## src/rtl/tx_port_bank.sv

```systemverilog
// tx_port_bank -- routes a single input word stream to NUM_CH independent
// output streams, each buffered by its own DEPTH-word FIFO.
//
// Optional feature: define TX_PORT_BANK_EXC_EN to make `exception` a sticky
// flag that sets when a word with an out-of-range channel index is accepted.
// Without it, `exception` is tied to 0. In both builds, such words are
// acknowledged and dropped.
//
// Ports:
//   clk            single clock, rising edge
//   rst            asynchronous reset, active low
//   input_cmd      [DATA_W]         word to forward
//   input_cmd_sel  [SEL_W]          destination channel index
//   input_cmd_stb / input_cmd_ack   input handshake
//   output_ch      [NUM_CH*DATA_W]  channel k head word at [k*DATA_W +: DATA_W]
//   output_ch_stb  [NUM_CH]         channel k has data
//   output_ch_ack  [NUM_CH]         channel k sink accepts
//   exception                       sticky out-of-range flag

// Per-channel FIFO. The storage array is not reset because the head word is
// only meaningful while the FIFO is non-empty.
module tx_port_fifo #(
  parameter int DATA_W = 32,
  parameter int DEPTH  = 4
) (
  input  logic              clk,
  input  logic              rst,
  input  logic              push,
  input  logic [DATA_W-1:0] wdata,
  input  logic              pop,
  output logic [DATA_W-1:0] rdata,
  output logic              vld,
  output logic              full
);
  localparam int PTR_W = $clog2(DEPTH);
  localparam logic [PTR_W:0] FULL_CNT = (PTR_W+1)'(DEPTH);

  logic [DATA_W-1:0] mem [DEPTH];
  logic [PTR_W-1:0]  wr_ptr, rd_ptr;
  logic [PTR_W:0]    cnt;

  always_ff @(posedge clk) begin
    if (push) mem[wr_ptr] <= wdata;
  end

  // Pointers wrap naturally because DEPTH is a power of two.
  always_ff @(posedge clk or negedge rst) begin
    if (!rst) begin
      wr_ptr <= '0;
      rd_ptr <= '0;
      cnt    <= '0;
    end else begin
      if (push) wr_ptr <= wr_ptr + 1'b1;
      if (pop)  rd_ptr <= rd_ptr + 1'b1;
      case ({push, pop})
        2'b10:   cnt <= cnt + 1'b1;
        2'b01:   cnt <= cnt - 1'b1;
        default: cnt <= cnt;
      endcase
    end
  end

  assign rdata = mem[rd_ptr];
  assign vld   = |cnt;
  assign full  = (cnt == FULL_CNT);
endmodule

module tx_port_bank #(
  parameter  int NUM_CH = 5,
  parameter  int DATA_W = 32,
  parameter  int DEPTH  = 4,
  localparam int SEL_W  = (NUM_CH > 1) ? $clog2(NUM_CH) : 1
) (
  input  logic                     clk,
  input  logic                     rst,
  input  logic [DATA_W-1:0]        input_cmd,
  input  logic [SEL_W-1:0]         input_cmd_sel,
  input  logic                     input_cmd_stb,
  output logic                     input_cmd_ack,
  output logic [NUM_CH*DATA_W-1:0] output_ch,
  output logic [NUM_CH-1:0]        output_ch_stb,
  input  logic [NUM_CH-1:0]        output_ch_ack,
  output logic                     exception
);
  localparam logic [SEL_W:0] NUM_CH_L = (SEL_W+1)'(NUM_CH);

  logic [NUM_CH-1:0] push, pop, full;
  logic              sel_ok, sel_full, accept;

  // Decode the destination without indexing past NUM_CH when sel is out of
  // range; an out-of-range index never looks full.
  always_comb begin
    sel_ok   = ({1'b0, input_cmd_sel} < NUM_CH_L);
    sel_full = 1'b0;
    for (int k = 0; k < NUM_CH; k++)
      if (input_cmd_sel == k[SEL_W-1:0]) sel_full = full[k];
  end

  // Space is judged on registered occupancy only, so a same-cycle pop does
  // not free a slot. Gated by rst so ack is low throughout reset.
  assign input_cmd_ack = rst & input_cmd_stb & (~sel_ok | ~sel_full);
  assign accept        = input_cmd_stb & input_cmd_ack;

  always_comb begin
    for (int k = 0; k < NUM_CH; k++)
      push[k] = accept & sel_ok & (input_cmd_sel == k[SEL_W-1:0]);
  end

  assign pop = output_ch_stb & output_ch_ack;

  for (genvar k = 0; k < NUM_CH; k++) begin : g_ch
    tx_port_fifo #(.DATA_W(DATA_W), .DEPTH(DEPTH)) u_fifo (
      .clk   (clk),
      .rst   (rst),
      .push  (push[k]),
      .wdata (input_cmd),
      .pop   (pop[k]),
      .rdata (output_ch[k*DATA_W +: DATA_W]),
      .vld   (output_ch_stb[k]),
      .full  (full[k])
    );
  end

`ifdef TX_PORT_BANK_EXC_EN
  always_ff @(posedge clk or negedge rst) begin
    if (!rst)                   exception <= 1'b0;
    else if (accept && !sel_ok) exception <= 1'b1;
  end
`else
  assign exception = 1'b0;
`endif
endmodule
```

## config.mk

```make
export PLATFORM = sky130hd
export DESIGN_NAME = tx_port_bank
export DESIGN_NICKNAME = d
export VERILOG_FILES = /design/src/rtl/tx_port_bank.sv
export SDC_FILE = /design/constraint.sdc
export NUM_CORES = 1
export LEC_CHECK = 0
export CAP_MARGIN = 20
export CORE_ASPECT_RATIO = 1.75
export CORE_MARGIN = 5
export CORE_UTILIZATION = 35
export DETAILED_ROUTE_END_ITERATION = 6
export GPL_TIMING_DRIVEN = 0
export PLACE_DENSITY_LB_ADDON = 0.1
export SYNTH_ARGS = -nofsm -noshare
export SYNTH_HDL_FRONTEND = slang
export SYNTH_SLANG_ARGS = --single-unit
```

## constraint.sdc

```tcl
create_clock -name clk -period 5.2 [get_ports clk]
set_input_delay 0.78 -clock clk [delete_from_list [all_inputs] [get_ports clk]]
set_output_delay 0.78 -clock clk [all_outputs]
set_load 0.02 [all_outputs]
```

==> run summary <==
Fraction of layout cells with a size suffix above 1: 0.245
IO Port Bufs: 206
H-tree levels: 2
Row cnt: 130
Period utilization: 0.728
Switching pwr: 0.00493 W
Sw frac: 0.308
MaxCap Viol Count: 0
Worst-margin pin slew: 1.01 ns
Post-layout min period: 3.79 ns
Worst EP arrival: 3.01 ns
Final Util: 0.430
Pin count of the biggest net entering global routing: 33
Initial Util: 0.353
Synth Area in Compound Gates: 0.00465
First-pass GRT wire length: 86.8 mm
# DRC: 0
Yosys warns: 0
Slew Viols, Final: 0
WL per Instance: 25.7 um
Final Instance Count excl. Fillers: 2,313
Final Net Count: 1,411
Vias per cell: 4.88
Crit path launch type: register
Internal Dissipation: 0.0111 W
Clock Latency Late Sink: 0.63 ns
Combinational Power Share: 0.334
Total power: 0.0160 W
Register share of total power: 0.394
Avg Cell Area, Syn: 24.1 um^2
Sequential area share after synthesis: 0.794
Layout fillers: 6,198
Post-synth EDFFs: 640
Core Area: 71,700 um^2
Final hold viol count: 0
Die width: 213 um
GRT overflow: 0
Root Driver: clkbuf_16
Vias: 11,283
CTS Buf Count: 61
Setup Skew: 0.0144 ns
First DRT Iteration DRCs: 577
Post-Syn Nets: 1,124
Met3 usage: 0.0330
I/O pins: 210
Dpl ws: 1.93 ns
HPWL Detailed: 39.8 mm
Initial antenna violation count: 1
Crit end category: output pin
Diode count: 0
Critical path peak fanout: 10
Critical path class: reg2out
Synth async-reset ratio: 0.0519
Die area: 78,000 um^2
Inst Count DP: 2,198
PD cells: 519 nW/um^2
Post-Synth XOR/XNOR Area: 0.0104
Area growth from synthesis to layout: 22.0%
Synth Register Bits: 675
Vias in the first global route: 12,434
Static Leakage: 9.94 nW
Syn Std Cell Area: 25,300 um^2
RSZ-0062 raised after global routing: false
Most used DFF post-synth: edfxtp_1
Total global-route track usage: 0.153
Worst EP required: 4.42 ns
Status: complete, no violations
Gpl congestion: 0.730
Die H: 366 um
Cell count after synthesis: 1,051
Commonest non-fill, non-tap cells in the layout: edfxtp_1 (640), clkdlybuf4s50_1 (205), mux4_2 (160)
Most common library cell in the layout ignoring fill and taps: edfxtp_1
Hold WC Path Type: reg2reg
Clock power frac: 0.272
CTS clk-pin slew, worst paths: 0.06 ns
Main combinational cell family by area after synthesis: multiplexers
Slew headroom: 0.326
CTS sink cnt: 675
Post-synth cell types: 41
Mux cell area share after synthesis: 0.146
Most Crowded Layer GR: met2
Setup-failing EPs final: 0
GRT met2 Usage: 0.273
FMAX: 0.264 GHz
TritonRoute pass-1 iters: 4
Post-cts resize count: 0
CTS tree: yes
Max clock buf depth: 3
M1 GR Usage: 0.186
Post-Route WL: 59.4 mm
Final worst slack: 1.41 ns
Antenna viol nets, final: 0
Post-synthesis simple-gate area fraction: 0.0140
Synth Area in Adders: 0.0163
Max VDD drop: 304 uV
-- registers in the layout, indices dropped and copies added (netlist names) --
name	cells
g_ch.u_fifo.mem	640
g_ch.u_fifo.cnt	15
g_ch.u_fifo.rd_ptr	10
g_ch.u_fifo.wr_ptr	10
-- final timing paths --
kind                                           from                  endpoint  cells after the start  slack [ns]
max                        g_ch[4].u_fifo.rd_ptr[1]            output_ch[144]                      4        1.41
min                           g_ch[0].u_fifo.cnt[2]     g_ch[0].u_fifo.cnt[2]                      1        0.51
max reg2reg                   g_ch[3].u_fifo.cnt[1]     g_ch[3].u_fifo.cnt[2]                      8        2.71
min reg2reg                   g_ch[0].u_fifo.cnt[2]     g_ch[0].u_fifo.cnt[2]                      1        0.51
max in group asynchronous                       rst  g_ch[1].u_fifo.rd_ptr[0]                      3        4.17
min in group asynchronous                       rst     g_ch[2].u_fifo.cnt[0]                      2        0.55
-- kinds of logic after synthesis --
| logic type | after synthesis |
|---|---|
| xor gates and xnor gates | 30 |
| AOI/OAI and AO/OA | 13 |
| and+or+nand+nor | 52 |
| buffers and inverters | 83 |
| DFF | 675 |
| adders and majority gates | 30 |
| other | 1 |
| muxes | 167 |
-- synth_stat cells (2+ instances only) --
library cell / n / share of area
a31oi_1: 2 / 0.00049
and2_1: 12 / 0.0030
and2_2: 4 / 0.0012
buf_2: 26 / 0.0051
buf_4: 7 / 0.0021
clkbuf_1: 15 / 0.0022
dfrtp_1: 35 / 0.035
edfxtp_1: 640 / 0.76
fa_1: 5 / 0.0040
ha_1: 25 / 0.012
inv_1: 33 / 0.0049
mux2_2: 4 / 0.0018
mux2i_1: 2 / 0.00079
mux4_2: 160 / 0.14
nand2_1: 9 / 0.0013
nor2_1: 10 / 0.0015
nor3b_1: 2 / 0.00059
o21ai_0: 3 / 0.00059
o31a_1: 4 / 0.0014
or3_1: 4 / 0.00099
xnor2_1: 15 / 0.0052
xor2_1: 15 / 0.0052
-- stage by stage --
step	area [um^2]	setup TNS, ns	hold WS, ns
after floorplan	25300	0	0.468
after global placement	28500	-381.25	0.489
after detailed placement	28900	0	0.499
after CTS	30900	0	0.508
after global routing	30900	0	0.525
final	30900	0	0.506
-- critical path, stage by stage, from the launching register on --
cell             delay [ns]
dfrtp_1                0.32
clkbuf_1               0.36
clkbuf_1               0.66
mux4_2                 0.46
clkdlybuf4s50_1        0.58
-- per-layer routing --
layer  share of wire  wire length (um)  vias to the layer above
met3           0.051              3010                       74
met5         0.00012                 7                        -
li1                -                 -                     4917
met2            0.53             31700                      253
met1            0.39             23200                     6037
met4           0.026              1550                        2
-- final cells by class --
cell class | instances | area (um^2) | share of cell area
flip-flops and latches | 675 | 20100 | 0.651
multi-input cells | 293 | 4880 | 0.158
repair buffers | 224 | 2440 | 0.0792
clock buffers | 84 | 1710 | 0.0552
well taps | 924 | 1160 | 0.0374
plain buffers | 49 | 250 | 0.00811
clock inverters | 30 | 216 | 0.00701
inverters | 34 | 128 | 0.00413
-- power groups by stage --
stage / Sequential, W / Clock [W] / Combinational (W)
after floorplan: 0.00639 / 0 / 0.00316
after CTS: 0.00631 / 0.00450 / 0.00553
final: 0.00631 / 0.00435 / 0.00536
after global placement: 0.00642 / 0 / 0.00546
after global routing: 0.00633 / 0.00470 / 0.00575
after detailed placement: 0.00642 / 0 / 0.00551
-- what timing repair did --
action | in CTS | in global routing
endpoints found under the hold margin | 6 | 0
buffers inserted | 0 | 0
endpoints found under the setup margin | 0 | 0
hold buffers | 1 | 0
Power figures use the tool's default switching activity.
